`config.mk`:
```
export PLATFORM = sky130hd
export DESIGN_NAME = uart_mem_cmd
export DESIGN_NICKNAME = d
export VERILOG_FILES = /design/src/rtl/uart_mem_pkg.sv /design/src/rtl/cmd_timeout.sv /design/src/rtl/uart_mem_cmd.sv
export SDC_FILE = /design/constraint.sdc
export NUM_CORES = 1
export LEC_CHECK = 0
export BUFFER_PORTS_ARGS = -buffer_cell sky130_fd_sc_hd__clkbuf_2
export CORE_ASPECT_RATIO = 0.8
export CORE_MARGIN = 1.5
export CORE_UTILIZATION = 50
export DETAILED_ROUTE_END_ITERATION = 10
export PLACE_DENSITY_LB_ADDON = 0.1
export SLEW_MARGIN = 20
export SYNTH_ARGS = -nofsm -noshare
export SYNTH_HDL_FRONTEND = slang
export SYNTH_SLANG_ARGS = --single-unit
```
`constraint.sdc`:
```
create_clock -name clock -period 2.1 [get_ports clock]
set_input_delay 0.21 -clock clock [delete_from_list [all_inputs] [get_ports clock]]
set_output_delay 0.21 -clock clock [all_outputs]
set_load 0.005 [all_outputs]
```
`src/rtl/uart_mem_pkg.sv`:
```
// Shared definitions for the UART memory command path.
// Holds the opcode bytes, the command FSM state encoding and default bus widths.
// No ports; imported by uart_mem_cmd and its helpers.
package uart_mem_pkg;

  localparam int DEF_ADDR_WIDTH = 8;
  localparam int DEF_DATA_WIDTH = 8;

  localparam logic [7:0] OP_WRITE = 8'h57;  // 'W'
  localparam logic [7:0] OP_READ  = 8'h52;  // 'R'

  typedef enum logic [2:0] {
    IDLE,
    ADDR_W,
    ADDR_R,
    DATA,
    WR,
    RD,
    WAIT,
    SEND
  } state_t;

endpackage

```
`src/rtl/cmd_timeout.sv`:
```
// Idle-gap counter: counts clocks while enabled, clears on clr, can be preloaded.
// Latency: expired is combinational from the count, so the owner reacts on the LIMIT-th idle edge.
// Backpressure: none; expired is a plain level, LIMIT=0 disables it entirely.
// Ports: clock/reset (sync, active-high), en (count while high, else hold at 0),
//        clr (restart from 0), load/load_val (preload), expired (this clock completes LIMIT idle cycles).
module cmd_timeout #(
  parameter int WIDTH = 20,
  parameter int LIMIT = 1000000
) (
  input  logic             clock,
  input  logic             reset,
  input  logic             en,
  input  logic             clr,
  input  logic             load,
  input  logic [WIDTH-1:0] load_val,
  output logic             expired
);

  // Value held on the cycle whose closing edge makes the count equal LIMIT.
  localparam logic [WIDTH-1:0] LAST = (LIMIT > 0) ? WIDTH'(LIMIT - 1) : '0;

  logic [WIDTH-1:0] count;

  always_ff @(posedge clock) begin
    if (reset) begin
      count <= '0;
    end else if (load) begin
      count <= load_val;
    end else if (clr || !en || (LIMIT == 0)) begin
      count <= '0;
    end else begin
      count <= count + 1'b1;
    end
  end

  assign expired = (LIMIT != 0) && en && !clr && !load && (count == LAST);

endmodule

```
`src/rtl/uart_mem_cmd.sv`:
```
// Byte-stream command initiator: 'W' addr data writes memory, 'R' addr reads it back over tx.
// Latency: write strobe the cycle after the data byte; read strobe the cycle after the address byte,
//          tx_valid READ_LATENCY+1 cycles after the read strobe.
// Backpressure: tx_valid/tx_byte held until tx_ready; rx bytes arriving mid-execution are dropped
//               with a one-cycle overrun pulse.
// Ports: clock/reset (sync, active-high); rx_valid/rx_byte from the UART receiver;
//        tx_valid/tx_ready/tx_byte to the UART transmitter; mem_read/mem_write/mem_addr/mem_wdata/
//        mem_rdata to the memory; busy (not IDLE); overrun (dropped rx byte).
module uart_mem_cmd #(
  parameter int         ADDR_WIDTH     = uart_mem_pkg::DEF_ADDR_WIDTH,
  parameter int         DATA_WIDTH     = uart_mem_pkg::DEF_DATA_WIDTH,
  parameter int         READ_LATENCY   = 1,
  parameter int         TIMEOUT_CYCLES = 1000000,
  parameter logic [7:0] OP_WRITE       = uart_mem_pkg::OP_WRITE,
  parameter logic [7:0] OP_READ        = uart_mem_pkg::OP_READ
) (
  input  logic                  clock,
  input  logic                  reset,
  input  logic                  rx_valid,
  input  logic [7:0]            rx_byte,
  output logic                  tx_valid,
  input  logic                  tx_ready,
  output logic [7:0]            tx_byte,
  output logic                  mem_read,
  output logic                  mem_write,
  output logic [ADDR_WIDTH-1:0] mem_addr,
  output logic [DATA_WIDTH-1:0] mem_wdata,
  input  logic [DATA_WIDTH-1:0] mem_rdata,
  output logic                  busy,
  output logic                  overrun
);

  import uart_mem_pkg::*;

  localparam int TO_WIDTH = (TIMEOUT_CYCLES > 1) ? $clog2(TIMEOUT_CYCLES + 1) : 1;

  state_t     state;
  logic [2:0] lat_cnt;
  logic       to_en;
  logic       to_expired;

  // The timeout only runs while a command is partially received. Every
  // accepted byte restarts it, and leaving these states clears it via en.
  assign to_en = (state == ADDR_W) || (state == ADDR_R) || (state == DATA);

  cmd_timeout #(
    .WIDTH (TO_WIDTH),
    .LIMIT (TIMEOUT_CYCLES)
  ) u_timeout (
    .clock    (clock),
    .reset    (reset),
    .en       (to_en),
    .clr      (rx_valid),
    .load     (1'b0),
    .load_val ('0),
    .expired  (to_expired)
  );

  always_ff @(posedge clock) begin
    if (reset) begin
      state     <= IDLE;
      tx_valid  <= 1'b0;
      tx_byte   <= '0;
      mem_read  <= 1'b0;
      mem_write <= 1'b0;
      mem_addr  <= '0;
      mem_wdata <= '0;
      busy      <= 1'b0;
      overrun   <= 1'b0;
      lat_cnt   <= '0;
    end else begin
      // Strobes are single-cycle; each is raised only on entry to WR/RD.
      mem_read  <= 1'b0;
      mem_write <= 1'b0;
      overrun   <= rx_valid && ((state == WR) || (state == RD) ||
                                (state == WAIT) || (state == SEND));

      case (state)
        IDLE: begin
          if (rx_valid && (rx_byte == OP_WRITE)) begin
            state <= ADDR_W;
            busy  <= 1'b1;
          end else if (rx_valid && (rx_byte == OP_READ)) begin
            state <= ADDR_R;
            busy  <= 1'b1;
          end
        end

        ADDR_W, ADDR_R: begin
          if (rx_valid) begin
            mem_addr <= rx_byte[ADDR_WIDTH-1:0];
            if (state == ADDR_W) begin
              state <= DATA;
            end else begin
              state    <= RD;
              mem_read <= 1'b1;
            end
          end else if (to_expired) begin
            state <= IDLE;
            busy  <= 1'b0;
          end
        end

        DATA: begin
          if (rx_valid) begin
            mem_wdata <= rx_byte[DATA_WIDTH-1:0];
            mem_write <= 1'b1;
            state     <= WR;
          end else if (to_expired) begin
            state <= IDLE;
            busy  <= 1'b0;
          end
        end

        WR: begin
          state <= IDLE;
          busy  <= 1'b0;
        end

        RD: begin
          state   <= WAIT;
          lat_cnt <= 3'(READ_LATENCY);
        end

        WAIT: begin
          // lat_cnt==1 marks the cycle in which mem_rdata is valid.
          if (lat_cnt == 3'd1) begin
            tx_byte  <= mem_rdata;
            tx_valid <= 1'b1;
            state    <= SEND;
          end
          lat_cnt <= lat_cnt - 3'd1;
        end

        SEND: begin
          if (tx_ready) begin
            tx_valid <= 1'b0;
            state    <= IDLE;
            busy     <= 1'b0;
          end
        end

        default: begin
          state    <= IDLE;
          busy     <= 1'b0;
          tx_valid <= 1'b0;
        end
      endcase
    end
  end

endmodule

```
==> impl.org, run 1 <==
** Status
- The run finished with clean final reports.

** Worst setup path
- Worst Path Arrival :: 2020 ps
- Along the worst path, the maximum fanout reaches 10.
- STA puts the critical path data required time at 2340 ps.
- The worst setup path is launched from a register.
- Category of the most critical setup path :: register to register
- Crit. End Element :: register

** GRT
- The first global-routing pass estimated 8010 um of wire.
- Global Route Usage Sum :: 19.7%
- Entering global routing, the biggest net connects 21 pins.
- Aggregate global routing overflow :: 0
- The number of global-route vias before repair was 1744.
- Antenna violations before repair :: 0

** Routing
- Routed len/inst :: 13.0 um
- Vias after detailed routing :: 2050
- Routed wire length :: 4930 um
- DRC violation total after the first TritonRoute iteration :: 143
- For this run, the detailed router's first-pass iteration total came to 4.
- DRC violation count after routing :: 0
- Dividing the detail-routed via count by the number of cells gives 5.39.
- The detail route stage leaves a number of antenna-violating nets equal to 0.

** Placed design
- The placed instances occupy a cell area of 2680 sq um.
- Count of input and output buffers :: 48
- Global placement routability congestion :: 0.802
- Final HPWL DP :: 3580 um

** Min path
- Min-delay worst type :: input pin to register

** Floorplan
- Initial Utilization :: 52.1%
- Die area :: 5220 sq um
- The core region is 4600 sq um.
- Die boundary width :: 80.4 um
- Pin placement for this block handled 49 I/O pins.
- Measured along the y axis, the die boundary spans 64.9 um.
- The initialized floorplan defines 22 standard-cell rows.

** Synth
- Library cells used by synthesis :: 44
- Yosys reg bits :: 55
- Syn_nets :: 295
- Of the synthesized area, sequential elements account for 46.0%.
- The cell area that synthesis handed to floorplanning was 2390 sq um.
- During synthesis, Yosys emitted a total of 0 warnings.
- In this run the mean area of a mapped cell was 8.80 sq um.
- Synthesis produced a netlist whose cell count is 272.

** CTS
- Clock network latency to the later pin of the worst-skew pair :: 310 ps
- Clk buf depth :: 2
- Clock buffer count from CTS :: 5
- After clock tree synthesis, the clock-pin slew on the worst setup and hold paths is 90 ps.
- Number of cells upsized or downsized after cts :: 0
- Post-CTS Setup Bufs :: 0
- CTS placed an instance of clkbuf_8 at the clock tree root.
- The clock tree synthesis step divided the H-tree into 2 levels.
- For this design, the sink count on the clock tree is 55.
- TritonCTS clock tree :: built
- Post-cts hold buffer count :: 0

** STA
- Setup violations remaining at the end of the flow were counted as 0.
- Setup repair after global routing missed its margin :: false
- Final critical delay including setup and external delays :: 1770 ps
- Fin. Hold Viols :: 0
- The final critical path takes up 84.5% of the cycle.
- Setup total negative slack on the finished layout was measured at 0 ps.
- Static timing analysis puts the maximum clock frequency at 564 MHz.
- Total count of max-transition violations in the final report :: 0
- The clock arrives with 3.19 ps of skew.
- At the pin with the least slew margin, the transition time is 541 ps.
- Worst-case headroom to the max-slew limit :: 63.9%

** Power
- Worst supply voltage drop on vdd :: 0.396 mV
- Summed over all cells, the static leakage comes to 1.08 nW.
- Power Density :: 670 nW/um^2

** Finish
- Layout net count :: 342
- Layout Area Growth over Synthesis :: 15.4%
- The number of antenna diodes in the final layout is 0.
- Counting the fill cells in the layout gives 436.
- With fillers left out, the area of the finished cells amounts to 2760 sq um.
- Proportion of layout cells with a drive suffix above 1 :: 21.3%

** Run
- Number of max-cap violations :: 0
-- area by class of cell --
class	instances	area, sq um	share of cell area, %
clock buffers	5	68.8	2.49
clock inverters	3	15.0	0.543
inverters	5	18.8	0.679
multi-input cells	200	1210	44.0
flip-flops and latches	55	1100	39.8
well taps	60	75.1	2.72
repair buffers	52	270	9.78
-- critical path, stage by stage, from the launching register on --
cell and delay (ps):
dfxtp_1 370, ha_1 210, and2_1 220, nand2_1 220, or4_1 550, a21oi_1 140
-- per-stage QoR --
step           hold slack [ps]  utilization [%]  total power [mW]  setup WS [ps]  cells
6_report                   123             60.1              1.85            326    380
3_5_place_dp               447             58.3              1.31            363    372
3_3_place_gp               423             58.3              1.31            414    372
4_1_cts                    122             60.1              1.87            341    380
2_1_floorplan              333                -              1.24            540    272
5_1_grt                    132             60.1              1.94            206    380
-- path summary, 6_finish.rpt --
check	start	end	slack (ps)	cells after the start
max	u_timeout.count[0]$_SDFF_PP0_	u_timeout.count[18]$_SDFF_PP0_	330	5
min	mem_rdata[4]	tx_byte[4]$_SDFFE_PP0P_	120	3
max reg2reg	u_timeout.count[0]$_SDFF_PP0_	u_timeout.count[18]$_SDFF_PP0_	330	5
min reg2reg	mem_wdata[5]$_SDFFE_PP0P_	mem_wdata[5]$_SDFFE_PP0P_	460	2
-- Yosys cell counts, drive strengths merged --
| cell | instances | area, sq um |
|---|---|---|
| dfxtp | 55 | 1100 |
| nor2 | 33 | 126 |
| nand2 | 32 | 123 |
| a21oi | 23 | 115 |
| mux2i | 16 | 160 |
| nand3 | 10 | 55.1 |
| o21ai | 10 | 50.1 |
| or3 | 9 | 56.3 |
| xor2 | 8 | 70.1 |
| buf | 7 | 41.3 |
| nand4 | 7 | 58.8 |
| and2 | 5 | 31.3 |
| clkbuf | 5 | 18.8 |
| inv | 5 | 18.8 |
| o31ai | 5 | 37.5 |
| and3 | 4 | 27.5 |
| a21o | 3 | 22.5 |
| ha | 3 | 37.5 |
| nor2b | 3 | 18.8 |
| nor3 | 3 | 15.0 |
| nor4 | 3 | 18.8 |
| or4 | 3 | 22.5 |
| xnor2 | 3 | 26.3 |
| and4 | 2 | 17.5 |
| nand4b | 2 | 17.5 |
| nor4b | 2 | 17.5 |
| o22ai | 2 | 12.5 |
| a221oi | 1 | 8.76 |
| a22oi | 1 | 7.51 |
| a311oi | 1 | 8.76 |
| and4bb | 1 | 12.5 |
| nand2b | 1 | 6.26 |
| o211ai | 1 | 7.51 |
| o311ai | 1 | 8.76 |
| o32ai | 1 | 8.76 |
| or3b | 1 | 8.76 |
-- where the power goes --
part | total, mW | internal (mW) | leakage [nW] | switching (mW)
combinational | 0.201 | 0.0841 | 0.588 | 0.117
clock | 0.561 | 0.229 | 0.0477 | 0.333
sequential | 1.09 | 1.07 | 0.443 | 0.0238
total | 1.85 | 1.38 | 1.08 | 0.473
-- cell usage in the layout (no fill, tap or decap), types with 2 or more instances in the layout --
cell / Yosys / final
dfxtp_1: 55 / 55
clkbuf_2: 0 / 48
nor2_1: 32 / 32
nand2_1: 31 / 31
a21oi_1: 23 / 23
mux2i_1: 16 / 16
o21ai_0: 10 / 10
nand3_1: 9 / 9
or3_1: 9 / 9
xor2_1: 8 / 8
nand4_1: 6 / 6
inv_1: 5 / 5
and2_1: 5 / 5
o31ai_1: 5 / 5
clkbuf_8: 0 / 5
buf_4: 1 / 4
xnor2_1: 3 / 3
or4_1: 3 / 3
nor4_1: 3 / 3
nor3_1: 3 / 3
nor2b_1: 3 / 3
a21o_1: 3 / 3
ha_1: 3 / 3
clkinv_2: 0 / 3
o22ai_1: 2 / 2
and3_1: 2 / 2
and4_1: 2 / 2
and3_2: 2 / 2
nand4b_1: 2 / 2
nor4b_1: 2 / 2
-- sequential cells by signal, summed over array words and instances, names as in the netlist, 3 cells and up --
register	cells
u_timeout.count	20
mem_wdata	8
tx_byte	8
lat_cnt	3
mem_addr	8
state	3
-- cells by family (layout without fill, tap and decap cells) --
family	Yosys count	after routing	synth area share [%]
AOI/OAI and AO/OA	49	49	12.0
xor gates and xnor gates	11	11	4.02
DFF	55	55	46.0
and+or+nand+nor	121	121	26.4
adders and majority gates	3	3	1.57
buffers and inverters	17	65	3.29
muxes	16	16	6.69
-- metal layers --
layer	wire [um]	up-vias	track usage, %
met5	0	-	0
met4	84	0	7.76
met3	249	8	4.51
met2	1990	51	28.4
met1	2610	935	28.3
li1	-	1056	-
Note: power is estimated with default switching activity, not from simulation.
==> inputs of run 2 (changes only) <==
==> constraint.sdc (replaced) <==
create_clock -name clock -period 1.8 [get_ports clock]
set_input_delay 0.18 -clock clock [delete_from_list [all_inputs] [get_ports clock]]
set_output_delay 0.18 -clock clock [all_outputs]
set_load 0.005 [all_outputs]
==> run 2 against run 1 <==
Highest routed layer unchanged. Total power increased by 17%. Register-to-register slack got worse by 160 ps. Clock-buffer cell count grew 1. Maximum frequency up 8.3%. Cell area up 2.3%. First-iteration DRC count shrank 36%. Utilization increased by 1.4 points. Sequential power grew 17%. Non-clock buffer count is 8 higher. Via count is 0.93% higher. Wire length increased by 0.32%.
==> impl.org, run 2 (same netlist as run 1, synthesis figures left out) <==
** Routing
- The detail route stage leaves a number of antenna-violating nets equal to 0.
- Detailed-router iteration count before antenna repair :: 4
- Routed len/inst :: 12.8 um
- For this block, the routed nets add up to 4950 um of wire.
- The routed layout has 2069 vias.
- After detailed routing, the number of remaining DRC violations is 0.
- DRC violation total after the first TritonRoute iteration :: 91
- Using the TritonRoute via totals, the vias-per-cell ratio works out to 5.33.

** Power
- Power spread over the standard cell area amounts to 767 nW/um^2.
- Worst supply voltage drop on vdd :: 0.518 mV
- For this design the static power due to leakage is 1.12 nW.

** STA
- Clock skew on the completed layout was measured at 6.59 ps.
- The hold violation count in the final report is 0.
- Transition time of the tightest slew-check pin :: 417 ps
- Portion of the clock cycle consumed by the worst path in the final layout :: 91.1%
- Headroom to the max-slew limit came out at 72.2%.
- Final setup fails :: 0
- Post-Route Setup TNS :: 0 ps
- Setup repair after global routing left no endpoint under its margin.
- Final critical delay including setup and external delays :: 1640 ps
- Total count of max-transition violations in the final report :: 0
- Derived from the worst setup path, the maximum achievable clock frequency is 610 MHz.

** Floorplan
- Die area :: 5220 sq um
- After floorplanning, the core was divided into 22 placement rows.
- Die Y :: 64.9 um
- Once the floorplan was initialized, standard cells occupied 52.1% of the core.
- I/O pin cnt :: 49
- The die is 80.4 um wide.
- Std-Cell Core Area :: 4600 sq um

** Worst setup path
- STA classifies the critical path endpoint as a register.
- The number of buffers and inverters on the critical path is 0.
- For the worst setup path, the data required time is 2040 ps.
- The largest single stage delay on the critical path is 520 ps.
- Worst Path Arrival :: 1870 ps
- Category of the most critical setup path :: register to register
- Critical Path Source Type :: register
- Setup slack of the most critical reg-to-reg path :: 160 ps
- Of all nets on the critical path, the largest fanout is 10.
- The cell family contributing the most delay on the critical path is simple AND/OR/NAND/NOR gates.
- Worst Reg-to-Reg Cells :: 5
- The startpoint identified for the worst register-to-register timing path is u_timeout.count[0]$_SDFF_PP0_.
- Cell with the biggest individual delay on the critical path :: or4_1
- The endpoint identified for the worst register-to-register timing path is u_timeout.count[18]$_SDFF_PP0_.
- CP cell instances :: ha_1 > and2_1 > nand2_2 > or4_1 > a21oi_1

** Finish
- The filler cells instantiated in the layout total 428.
- Cells fill 61.5% of the core in the end.
- Proportion of layout cells with a drive suffix above 1 :: 23.2%
- At the end of the flow, the number of nets in the layout was 350.
- Post-layout instance count excluding filler cells :: 388
- u_timeout.count holds more flip-flops than any other register.
- Post-Layout Inst Area :: 2830 sq um
- Leaving out fill and tap cells, the most frequent cells in the layout are 55 x dfxtp_1, 48 x clkbuf_2, 32 x nor2_1.
- Inserted Diodes :: 0
- Relative to the synthesized area, the layout overhead comes to 18.1%.
- Leading cell type in the layout, fill and taps excluded :: dfxtp_1
- The register with the most flip-flops in the layout has 20 of them.
- Summing all flip-flop and latch instances after layout gives 1100 sq um.
- The multi-input combinational cells in the finished layout cover a total of 1220 sq um.

** Placed design
- Routability-driven placement finished with a final weighted congestion of 0.839.
- Placed Cells :: 380
- In this run the tool buffered the top-level ports with 48 buffer cells.
- Final HPWL DP :: 3650 um
- Standard cell area after detailed placement :: 2740 sq um

** Min path
- Launch point of the worst hold path :: mem_rdata[4]
- Along the worst hold path, the cell count comes to 3.
- The worst hold path terminates at tx_byte[4]$_SDFFE_PP0P_.
- Min-delay worst type :: input pin to register

** GRT
- Entering global routing, the biggest net connects 19 pins.
- Via count of the first global-routing pass :: 1786
- Global-route wire length before repair :: 8140 um
- Global Route Usage Sum :: 20.0%
- Antenna violations before repair :: 0
- Aggregate global routing overflow :: 0

** CTS
- Post-CTS Setup Bufs :: 0
- CTS H-tree depth :: 2
- Clock tree synthesis inserted a total of 5 buffers.
- Clock transition at the registers of the reported paths :: 90 ps
- The clock passes through at most 2 buffers.
- Clock tree synthesis selected as its root buffer the cell clkbuf_8.
- TritonCTS built the clock tree.
- Sinks on Clock Net :: 55
- For the worst-skew pair, the clock arrives at the later sink with an insertion delay of 300 ps.

** Status
- Run status :: finished clean

** Run
- Max-cap violations in this run came to 0.
run 2: cell count changes in the layout (fill, tap and decap cells not counted):
| cell | change |
|---|---|
| nand2_2 | +1 |
| clkinvlp_4 | +1 |
| clkbuf_1 | +1 |
| nand2_1 | -1 |
| clkinv_2 | -2 |
| buf_4 | +8 |
run 2: routing by layer:
layer	routed length [um]	GRT usage (%)	part of all wire, %
met2	2060	30.1	42
met4	44	5.17	0.89
met5	0	0	0
met1	2660	28.5	54
met3	182	4.65	3.7
run 2: what timing repair did:
action | 4_1_cts | 5_1_grt
hold buffers | 0 | 0
setup endpoints to repair | 0 | 2
gates resized for setup | 0 | 1
run 2: layout make-up:
type,count,area share (%)
clock buffer,6,2.57
clock inverter,2,0.442
inverter,5,0.664
multi-input combinational,200,43.1
sequential,55,38.9
tap,60,2.65
timing repair buffer,60,11.7
run 2: stage by stage:
stage | hold WS, ps | power (mW) | setup slack, ps
finish | 103 | 2.17 | 161
global route | 92.5 | 2.27 | 40.6
CTS | 100 | 2.19 | 63.1
detailed placement | 417 | 1.54 | 90.8
global placement | 410 | 1.54 | 137
floorplan | 303 | 1.45 | 240
run 2: power breakdown:
group	internal, mW	leakage (nW)	switching, mW
sequential	1.24	0.443	0.0270
clock	0.273	0.0412	0.381
combinational	0.104	0.632	0.140
run 2: worst max path at each step:
stage                                   from                              to  slack [ps]  cells past startpoint
2_1_floorplan  u_timeout.count[0]$_SDFF_PP0_  u_timeout.count[18]$_SDFF_PP0_         240                      5
3_3_place_gp   u_timeout.count[0]$_SDFF_PP0_  u_timeout.count[18]$_SDFF_PP0_         140                      5
3_5_place_dp   u_timeout.count[0]$_SDFF_PP0_  u_timeout.count[18]$_SDFF_PP0_          90                      5
4_1_cts        u_timeout.count[0]$_SDFF_PP0_  u_timeout.count[18]$_SDFF_PP0_          60                      5
5_1_grt        u_timeout.count[6]$_SDFF_PP0_  u_timeout.count[17]$_SDFF_PP0_          40                      4
6_report       u_timeout.count[0]$_SDFF_PP0_  u_timeout.count[18]$_SDFF_PP0_         160                      5
run 2: worst register-to-register path: cells and delay by family (launching register included):
family / cells / cell delay (ps)
and+or+nand+nor: 3 / 880
DFF: 1 / 350
adders and majority gates: 1 / 200
AOI/OAI and AO/OA: 1 / 150
==> inputs of run 3 (changes only) <==
--- a/config.mk
+++ b/config.mk
@@ -5,11 +5,12 @@
 export SDC_FILE = /design/constraint.sdc
 export NUM_CORES = 1
 export LEC_CHECK = 0
-export BUFFER_PORTS_ARGS = -buffer_cell sky130_fd_sc_hd__clkbuf_2
+export BUFFER_PORTS_ARGS = -buffer_cell sky130_fd_sc_hd__buf_2
 export CORE_ASPECT_RATIO = 0.8
 export CORE_MARGIN = 1.5
 export CORE_UTILIZATION = 50
 export DETAILED_ROUTE_END_ITERATION = 10
+export MAX_ROUTING_LAYER = met4
 export PLACE_DENSITY_LB_ADDON = 0.1
 export SLEW_MARGIN = 20
 export SYNTH_ARGS = -nofsm -noshare
==> run 3 against run 2 <==
Wire length is 0.38% lower. Global-route usage is 0.76 points higher. Total power is 0.35% higher. Sequential power hardly changed. Die area stayed put. Sequential share of layout area hardly changed. Critical endpoint unchanged. Highest routed layer unchanged.
==> impl.org, run 3 (same netlist as run 1, synthesis figures left out) <==
** Min path
- Launch point of the worst hold path :: mem_rdata[4]
- The worst hold path was traced through 3 stages.
- Min-delay worst type :: input pin to register
- Worst Hold Endpoint :: tx_byte[4]$_SDFFE_PP0P_

** Placed design
- Once placement finished, the instance area stood at 2740 sq um.
- Count of input and output buffers :: 48
- The congestion estimate from routability-driven global placement came to 0.878.
- Once detailed placement completed, the half-perimeter wirelength came to 3620 um.

** STA
- Portion of the clock cycle consumed by the worst path in the final layout :: 89.6%
- Final critical delay including setup and external delays :: 1610 ps
- Setup repair after global routing missed its margin :: false
- Setup violations remaining at the end of the flow were counted as 0.
- Setup clock skew after layout :: 13.1 ps
- The number of pins with negative max-slew slack in the final report is 0.
- Transition time of the tightest slew-check pin :: 354 ps
- Worst-case headroom to the max-slew limit :: 76.3%
- Post-Route Setup TNS :: 0 ps
- For this run, the top clock speed supported by timing is 620 MHz.
- The hold violation count in the final report is 0.

** Worst setup path
- Setup slack on the worst reg-to-reg path comes out at 190 ps.
- The worst setup path is launched from a register.
- The startpoint identified for the worst register-to-register timing path is u_timeout.count[0]$_SDFF_PP0_.
- At the worst endpoint, the arrival time is 1860 ps.
- The critical path is of the register to register type.
- Traced cell by cell, the critical path runs through ha_1 > and2_1 > nand2_1 > or4_1 > a21oi_1.
- Cell with the biggest individual delay on the critical path :: or4_1
- In this run the critical register-to-register path is captured at u_timeout.count[18]$_SDFF_PP0_.
- On the worst path, the slowest cell contributes a delay of 530 ps.
- Worst Reg-to-Reg Cells :: 5
- Worst EP required :: 2050 ps
- In this run the worst path has a maximum fanout of 7.
- STA classifies the critical path endpoint as a register.

** GRT
- Layer with the highest usage after global routing :: met1
- The number of global-route vias before repair is 1779.
- Global routing finished with a remaining overflow of 0.
- The initial antenna violation count was 0.
- Global Route Usage Sum :: 20.7%
- GRT met2 Usage :: 28.3%
- GR met1 Demand/Resource :: 29.7%
- Global-route wire length before repair :: 8220 um
- Largest net degree at the start of global routing :: 31
- GR met3 Demand/Resource :: 4.51%

** CTS
- At the later pin of the worst-skew pair, clock insertion delay measures 310 ps.
- Clock tree synthesis found a total of 55 sinks.
- Clock transition at the registers of the reported paths :: 100 ps
- The clock passes through at most 2 buffers.
- Buffers inserted during clock tree synthesis total 5.
- Hold repair after CTS inserted 0 buffers.
- TritonCTS clock tree :: built
- CTS H-tree depth :: 2
- In this run, post-CTS repair resized a total of 0 instances.
- The root buffer cell chosen for the clock tree is clkbuf_8.
- Post-CTS Setup Bufs :: 0

** Power
- Net switching is 25.4% of the power.
- For this design the static power due to leakage is 1.14 nW.
- Clk network pwr share :: 30.4%
- The internal portion of the total power is 1.62 mW.
- Reg power frac :: 58.1%
- Combinational logic burns 11.5% of the power.
- For this design the ratio of total power to cell area is 770 nW/um^2.
- Summing internal, switching and leakage power gives 2.18 mW.
- Switching power summed over all nets :: 0.553 mW
- Across the VDD grid, the largest voltage drop is 0.496 mV.

** Finish
- The top cell types in the final layout, fill and taps aside, are 55 x dfxtp_1, 48 x buf_2, 32 x nor2_1.
- Layout Area Growth over Synthesis :: 18.0%
- Layout net count :: 350
- Post-Layout Inst Area :: 2830 sq um
- In the final layout, the share of cells above drive strength 1 is 22.9%.
- Leaving out fill and tap cells, the most frequent cell in the layout is dfxtp_1.
- Counting flops per register, the top entry is u_timeout.count.
- Flip-flop count of the largest register after layout :: 20
- The number of antenna diodes in the final layout is 0.

** Routing
- DRT antenna net count :: 0
- Detailed-router iteration count before antenna repair :: 4
- DRC violation total after the first TritonRoute iteration :: 105
- DRC violation count after routing :: 0
- Number of vias per cell :: 5.25
- The routed layout has 2037 vias.
- Routed wire length :: 4930 um
- Dividing the detail-routed wire length by the instance count gives 12.7 um.

** Floorplan
- For this configuration, the core starts out at a cell density of 52.1%.
- Std-Cell Core Area :: 4600 sq um
- Die Y :: 64.9 um
- Measured along the x axis, the die boundary spans 80.4 um.
- I/O pin cnt :: 49
- The die covers 5220 sq um.
- In this run the core area contains 22 standard-cell rows.

** Run
- Across the run, the number of max-cap violations was 0.

** Status
- Run status :: finished clean
-- run 3: critical path, delay by kind of cell, from the launching register on --
| family | cells | cell delay (ps) |
|---|---|---|
| fa+ha+maj | 1 | 210 |
| compound gates | 1 | 150 |
| simple gates | 3 | 840 |
| flops | 1 | 350 |
-- run 3: worst max-delay path by stage --
stage / slack, ps / start / end
5_1_grt: 70 / u_timeout.count[0]$_SDFF_PP0_ / u_timeout.count[12]$_SDFF_PP0_
4_1_cts: 170 / u_timeout.count[0]$_SDFF_PP0_ / u_timeout.count[14]$_SDFF_PP0_
2_1_floorplan: 240 / u_timeout.count[0]$_SDFF_PP0_ / u_timeout.count[18]$_SDFF_PP0_
3_5_place_dp: 200 / u_timeout.count[0]$_SDFF_PP0_ / u_timeout.count[12]$_SDFF_PP0_
3_3_place_gp: 220 / u_timeout.count[0]$_SDFF_PP0_ / u_timeout.count[18]$_SDFF_PP0_
6_report: 190 / u_timeout.count[0]$_SDFF_PP0_ / u_timeout.count[18]$_SDFF_PP0_
-- run 3: power groups by stage --
stage                     registers [mW]  logic, mW  clock network [mW]
after detailed placement            1.29      0.250                   0
after floorplan                     1.29      0.162                   0
after global routing                1.27      0.278               0.732
after global placement              1.29      0.249                   0
final                               1.26      0.251               0.661
after CTS                           1.26      0.251               0.684
-- run 3: final cells by class --
class,instances,area [sq um]
Clock buffer,6,72.6
Clock inverter,2,12.5
Fill cell,431,1770
Inverter,5,18.8
Multi-Input combinational cell,200,1210
Sequential cell,55,1100
Tap cell,60,75.1
Timing Repair Buffer,60,330
-- run 3: metal layers --
layer / vias to the layer above / routed length (um)
met2: 41 / 2040
met5: - / 0
met3: 7 / 255
li1: 1069 / -
met4: 0 / 69
met1: 920 / 2570
-- run 3: per-stage QoR --
step	cells	setup WS (ps)	util, %	hold WS, ps
floorplan	272	240	-	303
global placement	380	217	59.6	410
detailed placement	380	204	59.6	418
CTS	388	173	61.5	94.5
global route	388	70.8	61.5	101
finish	388	188	61.5	99.2
